[src/rtl/zdos_strobe_if.sv]
// zdos_strobe_if: Z80 bus pins, DOS sideband state and the decoded event
// outputs of zdos_strobe, bundled as one interface.
//   master : CPU/board side; drives the bus and sidebands and receives the events
//   slave  : zdos_strobe; samples the bus and sidebands and drives the events
// Signals:
//   za[15:0], zm1_n, zmreq_n, ziorq_n, zrd_n, zwr_n : raw Z80 address and strobes
//   dos, romnram, rom48, in_trdemu                  : current mapping/DOS state
//   dos_turn_on, dos_turn_off, vg_rdwr_fclk, clr_nmi: one-fclk event pulses
//   vg_a[1:0], vg_wr                                : last VG93 access descriptor
interface zdos_strobe_if;
    logic [15:0] za;
    logic        zm1_n;
    logic        zmreq_n;
    logic        ziorq_n;
    logic        zrd_n;
    logic        zwr_n;
    logic        dos;
    logic        romnram;
    logic        rom48;
    logic        in_trdemu;

    logic        dos_turn_on;
    logic        dos_turn_off;
    logic        vg_rdwr_fclk;
    logic [1:0]  vg_a;
    logic        vg_wr;
    logic        clr_nmi;

    modport master (
        output za, zm1_n, zmreq_n, ziorq_n, zrd_n, zwr_n,
        output dos, romnram, rom48, in_trdemu,
        input  dos_turn_on, dos_turn_off, vg_rdwr_fclk, vg_a, vg_wr, clr_nmi
    );

    modport slave (
        input  za, zm1_n, zmreq_n, ziorq_n, zrd_n, zwr_n,
        input  dos, romnram, rom48, in_trdemu,
        output dos_turn_on, dos_turn_off, vg_rdwr_fclk, vg_a, vg_wr, clr_nmi
    );
endinterface

[src/rtl/zdos_strobe.sv]
// zdos_strobe: synchronizes Z80 bus strobes, filters them and decodes each bus
// cycle into at most one single-fclk event for the DOS/TR-DOS control block.
// Ports:
//   fclk : system clock, rising edge
//   rst  : synchronous reset, active-high
//   bus  : zdos_strobe_if.slave (Z80 pins + sidebands in, event pulses out)
// Parameters:
//   SYNC_STAGES (1..4) : flop stages on the aligned strobe/address word
//   FILT        (1..7) : consecutive synchronized samples needed to qualify
// Build option:
//   ZDOS_STRICT_ROM48_EN : when defined, dos_turn_on also requires rom48=1
// Latency: a pulse is registered SYNC_STAGES+FILT edges after the first edge
// that samples the raw bus combination.
module zdos_strobe #(
    parameter int unsigned SYNC_STAGES = 2,
    parameter int unsigned FILT        = 1
) (
    input  logic         fclk,
    input  logic         rst,
    zdos_strobe_if.slave bus
);

    // sync word layout: {za[15:0], m1_n, mreq_n, iorq_n, rd_n, wr_n, valid}
    localparam int unsigned SW = 22;
    localparam logic [SW-1:0] SYNC_RST = {16'h0000, 5'b11111, 1'b0};

    localparam logic [1:0] CLS_NONE  = 2'd0;
    localparam logic [1:0] CLS_FETCH = 2'd1;
    localparam logic [1:0] CLS_IO    = 2'd2;
    localparam logic [1:0] CLS_INTA  = 2'd3;

    localparam logic [1:0] ST_IDLE = 2'd0;
    localparam logic [1:0] ST_QUAL = 2'd1;
    localparam logic [1:0] ST_HOLD = 2'd2;

    localparam bit         FILT_ONE  = (FILT == 1);
    localparam logic [2:0] FILT_LAST = 3'(FILT - 1);

`ifdef ZDOS_STRICT_ROM48_EN
    localparam bit STRICT_ROM48 = 1'b1;
`else
    localparam bit STRICT_ROM48 = 1'b0;
`endif

    logic [SW-1:0] r_sync [SYNC_STAGES];
    logic [SW-1:0] w_raw;
    logic [SW-1:0] w_s;
    logic [15:0]   w_s_za;
    logic          w_s_m1, w_s_mreq, w_s_iorq, w_s_rd, w_s_wr, w_s_vld;
    logic [1:0]    w_cls;

    logic [1:0]    r_state, w_state_nx;
    logic [2:0]    r_cnt, w_cnt_nx;
    logic [1:0]    r_cls, w_cls_nx;
    logic          r_blk, w_blk_nx;
    logic          w_fire;

    logic          w_ev_on, w_ev_off, w_ev_vg, w_ev_clr, w_vg_port;
    logic          r_ev_on, r_ev_off, r_ev_vg, r_ev_clr;
    logic [1:0]    r_ev_vga;
    logic          r_ev_vgwr;

    logic          r_dos_turn_on, r_dos_turn_off, r_vg_rdwr, r_clr_nmi;
    logic [1:0]    r_vg_a;
    logic          r_vg_wr;

    // Aligned strobe + address synchronizer; valid marks data captured after reset
    assign w_raw = {bus.za, bus.zm1_n, bus.zmreq_n, bus.ziorq_n,
                    bus.zrd_n, bus.zwr_n, 1'b1};

    always_ff @(posedge fclk) begin
        if (rst) begin
            for (int i = 0; i < int'(SYNC_STAGES); i++) r_sync[i] <= SYNC_RST;
        end else begin
            r_sync[0] <= w_raw;
            for (int i = 1; i < int'(SYNC_STAGES); i++) r_sync[i] <= r_sync[i-1];
        end
    end

    assign w_s      = r_sync[SYNC_STAGES-1];
    assign w_s_za   = w_s[21:6];
    assign w_s_m1   = w_s[5];
    assign w_s_mreq = w_s[4];
    assign w_s_iorq = w_s[3];
    assign w_s_rd   = w_s[2];
    assign w_s_wr   = w_s[1];
    assign w_s_vld  = w_s[0];

    // Bus cycle classification
    always_comb begin
        w_cls = CLS_NONE;
        if (!w_s_m1 && !w_s_mreq && !w_s_rd)
            w_cls = CLS_FETCH;
        else if (!w_s_iorq && w_s_m1 && (!w_s_rd || !w_s_wr))
            w_cls = CLS_IO;
        else if (!w_s_m1 && !w_s_iorq)
            w_cls = CLS_INTA;
    end

    // Event decode from the synchronized word and current sidebands
    assign w_vg_port = (w_s_za[7] == 1'b0) && (w_s_za[4:0] == 5'h1F);
    assign w_ev_on   = (w_cls == CLS_FETCH) && (w_s_za[15:8] == 8'h3D) &&
                       bus.romnram && !bus.dos && (bus.rom48 || !STRICT_ROM48);
    assign w_ev_off  = (w_cls == CLS_FETCH) && (w_s_za[15:14] != 2'b00) && bus.dos;
    assign w_ev_vg   = (w_cls == CLS_IO) && bus.dos && w_vg_port;
    assign w_ev_clr  = (w_cls == CLS_IO) && !w_s_wr && (w_s_za[7:0] == 8'hBE) &&
                       bus.in_trdemu;

    // Qualification FSM state register
    always_ff @(posedge fclk) begin
        if (rst) begin
            r_state <= ST_IDLE;
            r_cnt   <= 3'd0;
            r_cls   <= CLS_NONE;
            r_blk   <= 1'b1;
        end else begin
            r_state <= w_state_nx;
            r_cnt   <= w_cnt_nx;
            r_cls   <= w_cls_nx;
            r_blk   <= w_blk_nx;
        end
    end

    // Next state; r_blk keeps a bus cycle that straddled reset from qualifying
    always_comb begin
        w_state_nx = r_state;
        w_cnt_nx   = r_cnt;
        w_cls_nx   = r_cls;
        w_blk_nx   = r_blk;
        w_fire     = 1'b0;

        if (w_s_vld && (w_cls == CLS_NONE)) w_blk_nx = 1'b0;

        case (r_state)
            ST_IDLE: begin
                if (!r_blk) begin
                    if ((w_cls == CLS_FETCH) || (w_cls == CLS_IO)) begin
                        w_cls_nx = w_cls;
                        w_cnt_nx = 3'd1;
                        if (FILT_ONE) begin
                            w_fire     = 1'b1;
                            w_state_nx = ST_HOLD;
                        end else begin
                            w_state_nx = ST_QUAL;
                        end
                    end else if (w_cls == CLS_INTA) begin
                        w_state_nx = ST_HOLD;
                    end
                end
            end
            ST_QUAL: begin
                if (w_cls != r_cls) begin
                    w_state_nx = ST_IDLE;
                end else if (r_cnt == FILT_LAST) begin
                    // this sample completes the filter window
                    w_fire     = 1'b1;
                    w_state_nx = ST_HOLD;
                end else begin
                    w_cnt_nx = r_cnt + 3'd1;
                end
            end
            ST_HOLD: begin
                if (w_cls == CLS_NONE) w_state_nx = ST_IDLE;
            end
            default: w_state_nx = ST_IDLE;
        endcase
    end

    // Event stage then output stage; vg_a/vg_wr update with the vg pulse
    always_ff @(posedge fclk) begin
        if (rst) begin
            r_ev_on        <= 1'b0;
            r_ev_off       <= 1'b0;
            r_ev_vg        <= 1'b0;
            r_ev_clr       <= 1'b0;
            r_ev_vga       <= 2'd0;
            r_ev_vgwr      <= 1'b0;
            r_dos_turn_on  <= 1'b0;
            r_dos_turn_off <= 1'b0;
            r_vg_rdwr      <= 1'b0;
            r_clr_nmi      <= 1'b0;
            r_vg_a         <= 2'd0;
            r_vg_wr        <= 1'b0;
        end else begin
            r_ev_on        <= w_fire && w_ev_on;
            r_ev_off       <= w_fire && w_ev_off;
            r_ev_vg        <= w_fire && w_ev_vg;
            r_ev_clr       <= w_fire && w_ev_clr;
            r_ev_vga       <= w_s_za[6:5];
            r_ev_vgwr      <= !w_s_wr;
            r_dos_turn_on  <= r_ev_on;
            r_dos_turn_off <= r_ev_off;
            r_vg_rdwr      <= r_ev_vg;
            r_clr_nmi      <= r_ev_clr;
            if (r_ev_vg) begin
                r_vg_a  <= r_ev_vga;
                r_vg_wr <= r_ev_vgwr;
            end
        end
    end

    assign bus.dos_turn_on  = r_dos_turn_on;
    assign bus.dos_turn_off = r_dos_turn_off;
    assign bus.vg_rdwr_fclk = r_vg_rdwr;
    assign bus.clr_nmi      = r_clr_nmi;
    assign bus.vg_a         = r_vg_a;
    assign bus.vg_wr        = r_vg_wr;

endmodule

[src/flat_wrapper.sv]
// flat-port wrapper written by rule: the top's interface ports become plain ports
module zdos_strobe_flat 
#(
    parameter int unsigned SYNC_STAGES = 2,
    parameter int unsigned FILT        = 1
)
  (fclk, rst, bus_za, bus_zm1_n, bus_zmreq_n, bus_ziorq_n, bus_zrd_n, bus_zwr_n, bus_dos, bus_romnram, bus_rom48, bus_in_trdemu, bus_dos_turn_on, bus_dos_turn_off, bus_vg_rdwr_fclk, bus_vg_a, bus_vg_wr, bus_clr_nmi);
  zdos_strobe_if bus_i ();
  input  logic fclk;
  input  logic rst;
  input wire logic [$bits(bus_i.za)-1:0] bus_za;
  input wire logic [$bits(bus_i.zm1_n)-1:0] bus_zm1_n;
  input wire logic [$bits(bus_i.zmreq_n)-1:0] bus_zmreq_n;
  input wire logic [$bits(bus_i.ziorq_n)-1:0] bus_ziorq_n;
  input wire logic [$bits(bus_i.zrd_n)-1:0] bus_zrd_n;
  input wire logic [$bits(bus_i.zwr_n)-1:0] bus_zwr_n;
  input wire logic [$bits(bus_i.dos)-1:0] bus_dos;
  input wire logic [$bits(bus_i.romnram)-1:0] bus_romnram;
  input wire logic [$bits(bus_i.rom48)-1:0] bus_rom48;
  input wire logic [$bits(bus_i.in_trdemu)-1:0] bus_in_trdemu;
  output wire logic [$bits(bus_i.dos_turn_on)-1:0] bus_dos_turn_on;
  output wire logic [$bits(bus_i.dos_turn_off)-1:0] bus_dos_turn_off;
  output wire logic [$bits(bus_i.vg_rdwr_fclk)-1:0] bus_vg_rdwr_fclk;
  output wire logic [$bits(bus_i.vg_a)-1:0] bus_vg_a;
  output wire logic [$bits(bus_i.vg_wr)-1:0] bus_vg_wr;
  output wire logic [$bits(bus_i.clr_nmi)-1:0] bus_clr_nmi;
  assign bus_i.za = bus_za;
  assign bus_i.zm1_n = bus_zm1_n;
  assign bus_i.zmreq_n = bus_zmreq_n;
  assign bus_i.ziorq_n = bus_ziorq_n;
  assign bus_i.zrd_n = bus_zrd_n;
  assign bus_i.zwr_n = bus_zwr_n;
  assign bus_i.dos = bus_dos;
  assign bus_i.romnram = bus_romnram;
  assign bus_i.rom48 = bus_rom48;
  assign bus_i.in_trdemu = bus_in_trdemu;
  assign bus_dos_turn_on = bus_i.dos_turn_on;
  assign bus_dos_turn_off = bus_i.dos_turn_off;
  assign bus_vg_rdwr_fclk = bus_i.vg_rdwr_fclk;
  assign bus_vg_a = bus_i.vg_a;
  assign bus_vg_wr = bus_i.vg_wr;
  assign bus_clr_nmi = bus_i.clr_nmi;
  zdos_strobe #(.SYNC_STAGES(SYNC_STAGES), .FILT(FILT)) u_core (.fclk(fclk), .rst(rst), .bus(bus_i));
endmodule
[config.mk]
export PLATFORM = sky130hd
export DESIGN_NAME = zdos_strobe_flat
export DESIGN_NICKNAME = d
export VERILOG_FILES = /design/src/rtl/zdos_strobe_if.sv /design/src/rtl/zdos_strobe.sv /design/src/flat_wrapper.sv
export SDC_FILE = /design/constraint.sdc
export NUM_CORES = 1
export LEC_CHECK = 0
export ABC_AREA = 1
export ABC_CLOCK_PERIOD_IN_PS = 1050
export CAP_MARGIN = 20
export CORE_MARGIN = 10
export CORE_UTILIZATION = 45
export DETAILED_ROUTE_END_ITERATION = 8
export PLACE_DENSITY = 0.84
export SLEW_MARGIN = 20
export SYNTH_ARGS = -nofsm -noshare
export SYNTH_HDL_FRONTEND = slang
export SYNTH_SLANG_ARGS = --single-unit
[constraint.sdc]
create_clock -name fclk -period 1.05 [get_ports fclk]
set_clock_uncertainty 0.2 [all_clocks]
set_input_delay 0.21 -clock fclk [delete_from_list [all_inputs] [get_ports fclk]]
set_output_delay 0.21 -clock fclk [all_outputs]
set_load 0.02 [all_outputs]
After elaboration in Yosys (flattened, before gate mapping)
Memory sizes are Yosys's and may differ from the RTL's. Cells that the tools add are included.

Word-level logic and storage cells: 100. Bits in writable memories: 44. Register bits after elaboration: 22. Memories: 1. Output and inout port bits: 7.

Eq/ne operators: 16. Multiplexer cells: 25. Add/subtract/negate cells: 1. Reduce and logical (&&, ||, !) cells: 37. Bitwise operators: 4.

Memory list: u_core.r_sync (words 2, bits a word 22, rd ports 2, clocked after memory_dff 0, wr ports 2, line zdos_strobe.sv:45) `logic [SW-1:0] r_sync [SYNC_STAGES];`.

Operators by type and width (number): $mux W22 (2); $logic_and A1 B1 Y1 (21); $mux W2 (9); $mux W3 (4); $eq A8 B6 Y1 const B (1); $eq A8 B8 Y1 const B (1); $mux W1 (7); $eq A2 B2 Y1 const B (3); $logic_not A1 Y1 (6); $ne A2 B2 Y1 const B (3); $ne A3 B1 Y1 const B (2); $pmux W2 S3 (1); $pmux W3 S2 (1); $eq A5 B5 Y1 const B (1); $reduce_and A5 Y1 (1); $eq A2 B1 Y1 const B (2); $logic_not A2 Y1 (2); $ne A2 B1 Y1 const B (2); $reduce_and A4 Y1 (1); $reduce_bool A2 Y1 (2); $add A3 B1 Y3 const B (1); $logic_not A3 Y1 (1); $reduce_and A3 Y1 (1); $logic_or A1 B1 Y1 (2); 4 further kinds (6).

Longest topological paths before layout
An unclocked memory read counts as a cell.

Depth in word-level cells: 12. Mapped depth: 6. Gate-level depth less buffers: 6.

Least setup slack after synthesis
Ideal clock, no wire load.

Kind: register to register. From: reg u_core.r_blk. To: reg u_core.r_ev_vg. Slack: 0.034 ns. Arrival time: 0.754 ns. Stages on the path, launching flop included: 5. Path buffers: 0. Path through: dfxtp_1 nor2_1 nor2b_4 nand3_2 nor2_2.

Cells in the longest elaborated chain, start to end: 3.

Ends and longest elaborated chain: from (decl) (line zdos_strobe.sv:55) `logic r_blk, w_blk_nx;`; from (signal assigned) (line zdos_strobe.sv:120) `r_blk <= w_blk_nx;`; $mux W1 (line zdos_strobe.sv:136) `if (!r_blk) begin`; $pmux W1 S2 (line zdos_strobe.sv:134) `case (r_state)`; $logic_and A1 B1 Y1 (line zdos_strobe.sv:187) `r_ev_vg <= w_fire && w_ev_vg;`; to (signal assigned) (line zdos_strobe.sv:187); to (decl) (line zdos_strobe.sv:59) `logic r_ev_on, r_ev_off, r_ev_vg, r_ev_clr;`.

No other way between the ends. A chain may end at the register's enable or synchronous reset.

Worst setup path after layout
From: reg u_core.r_vg_wr (netlist: u_core.bus.vg_wr). To: out bus_vg_wr.

RTL lines: from (decl) (line zdos_strobe.sv:65) `logic r_vg_wr;`; from (signal assigned) (line zdos_strobe.sv:197) `r_vg_wr <= r_ev_vgwr;`; to (decl) (line flat_wrapper.sv:25) `output wire logic [$bits(bus_i.vg_wr)-1:0] bus_vg_wr;`.

No word-level cell between the ends.

==> qor.yml <==
run_status:
  status: "finished with violations"
  violations: "negative hold slack, negative setup slack"
route:
  viasPerCell: 4.26
  vias: 1315
  route.detailed.drc: 0
  drt-pass1-iter-count: 4
  wl_per_cell_microns: 9.88
  routed_wl_microns: 3050
  ant_nets: 0
  drt_iter0_drc: 33
pwr:
  power_density_nw_per_um2: 1790
  peakVddDrop_v: 0.00103
  power_leakage_nw: 1.15
clocking:
  cts-root-buf: "clkbuf_8"
  cts_buffers: 9
  path_clk_slew_ns: 0.06
  htreeDepth: 3
  cts_buffer_depth: 2
  worstSkewPairLatency_ns: 0.32
  tritoncts: "done"
  cts_sinks: 60
critical_path:
  critPathTopFamily: "flip-flops"
  crit_chain: "buf_6"
  startpoint_type: "flop"
  slowest_stage: "dfxtp_2"
  cp_slowest_stage_delay_ns: 0.32
  critPathMaxFanout: 2
  cp-end-kind: "output pin"
  crit_required_ns: 0.64
  crit_type: "reg -> out"
  path_buf_inv: 1
  arrival_ns: 0.76
logic_synthesis:
  ys_seq_area_share_pct: 64.1
  synthCells: 210
  ys.warnings.count: 0
  synth_area_leader_cell: "dfxtp_1"
  syn_nets: 237
  syn_area_per_cell_sq_um: 8.93
  synth-compound-area-share_pct: 1.80
  synth_area_leaders: "dfxtp_1, nor2_1, inv_1"
  synth_mux_area_share_pct: 0
  synth_top_family_by_area: "simple AND/OR/NAND/NOR gates"
  synthSimpleGateAreaFrac_pct: 21.7
  synth_area_sq_um: 1870
  ys_ff_latch: 60
  yosysUniqueCellTypes: 17
  synth_top_area_share_pct: 64.1
  yosys.area_share.xor_xnor_pct: 0
  synthAdderAreaFrac_pct: 0
run:
  max-cap-violations: 0
global_route:
  grt_pass1_wl_microns: 5000
  grt_start_max_net_pins: 23
  antenna_found_initial: 0
  overflow: 0
  track_usage_pct: 8.99
  grt_pass1_vias: 1270
floorplanning:
  rows: 23
  dieArea_sq_um: 7150
  die_height_microns: 84.5
  die_x_microns: 84.5
  start_util_pct: 46.5
  ioPinCount: 34
  core_sq_um: 4030
sta:
  worst_slack_ns: -0.124
  worst_slew_pin_slew_ns: 0.201
  hold_ws_ns: -0.0127
  maxClockFrequency_mhz: 852
  setup_viol: 9
  post-route-period-util_pct: 112
  drv_slew: 0
  period_needed_ns: 1.17
  hold_viol: 1
  grt_setup_unrepaired: "yes"
  maxSlewHeadroom_pct: 86.6
  finalSetupTns_ns: -0.858
finish:
  mostFrequentLayoutCell: "nor2_1"
  layout_common_cells: "nor2_1, dfxtp_1, inv_1, clkdlybuf4s50_1, dfxtp_2"
  diodes: 0
  nets: 281
  syn2layout_area_growth_pct: 33.6
  fin_util_pct: 62.1
  drive_gt1_share_pct: 22.4
place:
  dp_slack_ns: -0.300
  routabilityCongestion: 0.728
  hpwlAfterDp_microns: 2140
  io_buffers: 32
min_path:
  hold_path_class: "in -> reg"
[cells by family after synthesis]
kind of cell,count (synthesis)
buffers and inverters,52
AO/OA/AOI/OAI,6
flip-flops,60
AND/OR/NAND/NOR,92
[path summary, 6_finish.rpt]
check,endpoint,cells past startpoint,start,slack [ns]
worst max-delay path,bus_vg_wr,1,u_core.bus.vg_wr$_SDFFE_PP0P_,-0.12
worst min-delay path,u_core.r_sync[0][0]$_DFF_P_,2,rst,-0.01
worst max register to register,u_core.r_ev_clr$_SDFF_PP0_,5,u_core.r_blk$_SDFFE_PP1P_,-0.02
worst min register to register,u_core.r_sync[0][32]$_SDFF_PP0_,2,u_core.r_sync[0][10]$_SDFF_PP0_,0.19
[cell type report]
class	count	area, sq um
multi-input cells	98	475
fillers	333	1530
inverters	46	178
clock buffers	15	176
repair buffers	39	389
well taps	50	62.6
clock inverters	1	5.00
flip-flops and latches	60	1220
[through the flow]
stage | cells | cell area, sq um | power [mW] | hold slack (ns)
detailed placement | 291 | 2250 | 2.68 | 0.190
floorplan | 210 | 1870 | 2.56 | 0.107
global placement | 291 | 2250 | 2.67 | 0.186
global route | 309 | 2500 | 4.66 | -0.0119
finish | 309 | 2500 | 4.48 | -0.0127
CTS | 307 | 2460 | 4.51 | -0.0211
[cell usage after synthesis, drive strengths merged]
master and instances:
dfxtp 60, nor3 1, buf 6, clkinv 1, nand2 15, nor2b 1, inv 45, nor2 59
o21ai 5, nand3 6, a21oi 1, or2 10
[where the power goes]
| group | internal [mW] | switching (mW) | leakage, nW |
|---|---|---|---|
| Combinational | 0.147 | 0.101 | 0.557 |
| Sequential | 2.36 | 0.0295 | 0.497 |
| Clock | 1.05 | 0.785 | 0.0937 |
[flip-flops by register name, summed over array words and instances (netlist names)]
name,count
u_core.bus.dos_turn_off,1
u_core.r_ev_clr,1
u_core.r_state,1
u_core.r_blk,1
u_core.r_ev_off,1
u_core.r_ev_vga,2
u_core.bus.clr_nmi,1
u_core.bus.vg_rdwr_fclk,1
u_core.bus.vg_a,2
u_core.r_ev_vgwr,1
u_core.bus.dos_turn_on,1
u_core.r_sync,44
u_core.r_ev_vg,1
u_core.r_ev_on,1
u_core.bus.vg_wr,1
[per-layer routing]
| metal | track usage [%] | up-vias | share of wire (%) |
|---|---|---|---|
| li1 | - | 682 | - |
| met1 | 7.76 | 589 | 39 |
| met2 | 14.8 | 36 | 50 |
| met3 | 5.99 | 8 | 7.8 |
| met4 | 6.29 | 0 | 3.2 |
| met5 | 0 | - | 0 |
[repair_timing]
action                                 in CTS  in global routing
endpoints found under the hold margin       1                  1
setup endpoints to repair                  12                 13
gates cloned                                0                  0
gates resized for setup                    53                 14
setup buffers                               0                  2
pin swaps                                   1                  9
Note: power is estimated with default switching activity, not from simulation.
==> edit: new RTL, config.mk and constraints unchanged <==
The localparam `STRICT_ROM48` goes from 1'b0 to 1'b1.
--- a/src/rtl/zdos_strobe.sv
+++ b/src/rtl/zdos_strobe.sv
@@ -39,7 +39,7 @@
 `ifdef ZDOS_STRICT_ROM48_EN
     localparam bit STRICT_ROM48 = 1'b1;
 `else
-    localparam bit STRICT_ROM48 = 1'b0;
+    localparam bit STRICT_ROM48 = 1'b1;
 `endif
 
     logic [SW-1:0] r_sync [SYNC_STAGES];
Behaviour: not the same (a bounded check fails within 10 cycles, from zero or initial values and one cycle with rst high).
==> edit against the original RTL <==
Cell area up 0.45%. Wire length grew 9.0%. Sequential cell count stayed put. Hold slack better by 0.071 ns. Worst setup slack lost 0.0068 ns. Critical endpoint is now bus_vg_a[1]. Synthesized cell count rose by 0.95%. Die area fell by 0.71%. The flow finishes with violations (negative setup slack). Total power fell by 0.55%. Synthesized area shrank 0.93%.
==> edit: results (changes against the original RTL) <==
Outcome: finished with violations (unchanged). Failing checks: negative setup slack (was negative hold slack, negative setup slack). The final net count came out at 285 (was 281).

The HPWL after detailed placement was 2310 um (was 2140 um). The global-route usage over all layers came to 9.75% (was 8.99%). The initial antenna violation count is 1 (was 0). The global placement routability congestion came out at 0.733 (was 0.728). The worst reg2reg path startpoint was u_core.r_sync[0][23] (was u_core.r_blk). Most area-consuming cells after synthesis: sky130_fd_sc_hd__dfxtp_1 (65%), sky130_fd_sc_hd__nor2_1 (11%), sky130_fd_sc_hd__inv_1 (9.5%) (was sky130_fd_sc_hd__dfxtp_1 (64%), sky130_fd_sc_hd__nor2_1 (11%), sky130_fd_sc_hd__inv_1 (9.0%)). The fraction of layout cells with a size suffix above 1 is 21.1% (was 22.4%). The highest ir drop seen on vdd came out at 0.00122 V (was 0.00103 V).

The pin count of the biggest net entering global routing is 21 (was 23). The net switching power is 0.926 mW (was 0.915 mW). The total wire length is 3330 um (was 3050 um). The slowest library cell on the worst path is sky130_fd_sc_hd__dfxtp_2 (unchanged). The final number of setup-violating endpoints came out at 9 (unchanged). The internal power component is 3.52 mW (was 3.56 mW).

The total negative setup slack came out at -0.935 ns (was -0.858 ns). The origin of the worst setup path is u_core.bus.vg_a[1] (was u_core.bus.vg_wr). The wire length of the first global-routing pass is 5630 um (was 5000 um). The post-synthesis net count is 239 (was 237).

The number of distinct library cells after synthesis came to 15 (was 17). The static leakage came out at 1.16 nW (was 1.15 nW). Top cell types by occurrence after synthesis: sky130_fd_sc_hd__dfxtp_1 (60), sky130_fd_sc_hd__nor2_1 (56), sky130_fd_sc_hd__inv_1 (47) (was sky130_fd_sc_hd__dfxtp_1 (60), sky130_fd_sc_hd__nor2_1 (57), sky130_fd_sc_hd__inv_1 (45)). The post-layout worst setup margin came out at -0.131 ns (was -0.124 ns). The via count of the first global-routing pass came out at 1377 (was 1270). The number of input and output port buffers inserted is 33 (was 32). The sequential-to-total area share from yosys stat is 64.7% (was 64.1%).

The maximum clock path buffer count came out at 2 (unchanged).
-- edit: cell types whose count changed in the layout (fill, tap and decap cells not counted), sizes merged, moves of 2 or more --
| cell | unedited run | this run |
|---|---|---|
| inv | 45 | 47 |
| nand4 | 0 | 5 |
| nand3 | 6 | 3 |
| clkbuf | 15 | 12 |
-- edit: final timing paths --
kind / end / slack, ns / depth (start not counted)
setup / recovery: bus_vg_a[1] / -0.13 / 1
hold / removal: u_core.bus.vg_a[1] / 0.06 / 4
setup reg to reg: u_core.r_ev_clr / -0.03 / 6
hold reg to reg: u_core.bus.clr_nmi / 0.19 / 2
-- edit: per-layer routing --
layer / GRT usage (%) / up-vias / wire length, um
met5: 0 / - / 0
met4: 4.57 / 0 / 18
met3: 6.38 / 4 / 261
met2: 16.7 / 35 / 1680
met1: 8.78 / 581 / 1370
li1: - / 699 / -
-- edit: per-stage QoR --
step	setup WS, ns	std cells	area, sq um
after floorplan	0.0633	212	1860
after global placement	-0.257	295	2250
after detailed placement	-0.293	295	2250
after CTS	-0.150	310	2470
after global routing	-0.168	312	2510
final	-0.131	312	2510
-- edit: timing repair --
action	CTS	global route
hold endpoints to repair	2	0
gates resized for setup	59	9
pin swaps	8	7
setup buffers	0	1
hold buffers	1	0
setup endpoints to repair	10	12
-- edit: layout make-up --
type,instances,area (sq um)
clock buffer,12,165
inverter,48,185
multi-input combinational,98,473
fill,342,1490
tap,50,62.6
timing repair buffer,41,403
sequential,60,1210
clock inverter,2,10.0
antenna,1,2.50
-- edit: cells by family after synthesis --
kind of cell / Yosys count / synth area share (%)
compound gates: 5 / 1.35
buf+inv: 54 / 12.3
simple gates: 93 / 21.7
flops: 60 / 64.7
-- edit: worst min-delay path, delay by kind of cell --
kind / cells / cell delay, ns
compound gates: 1 / 0.07
buf+inv: 2 / 0.22
simple gates: 1 / 0.04
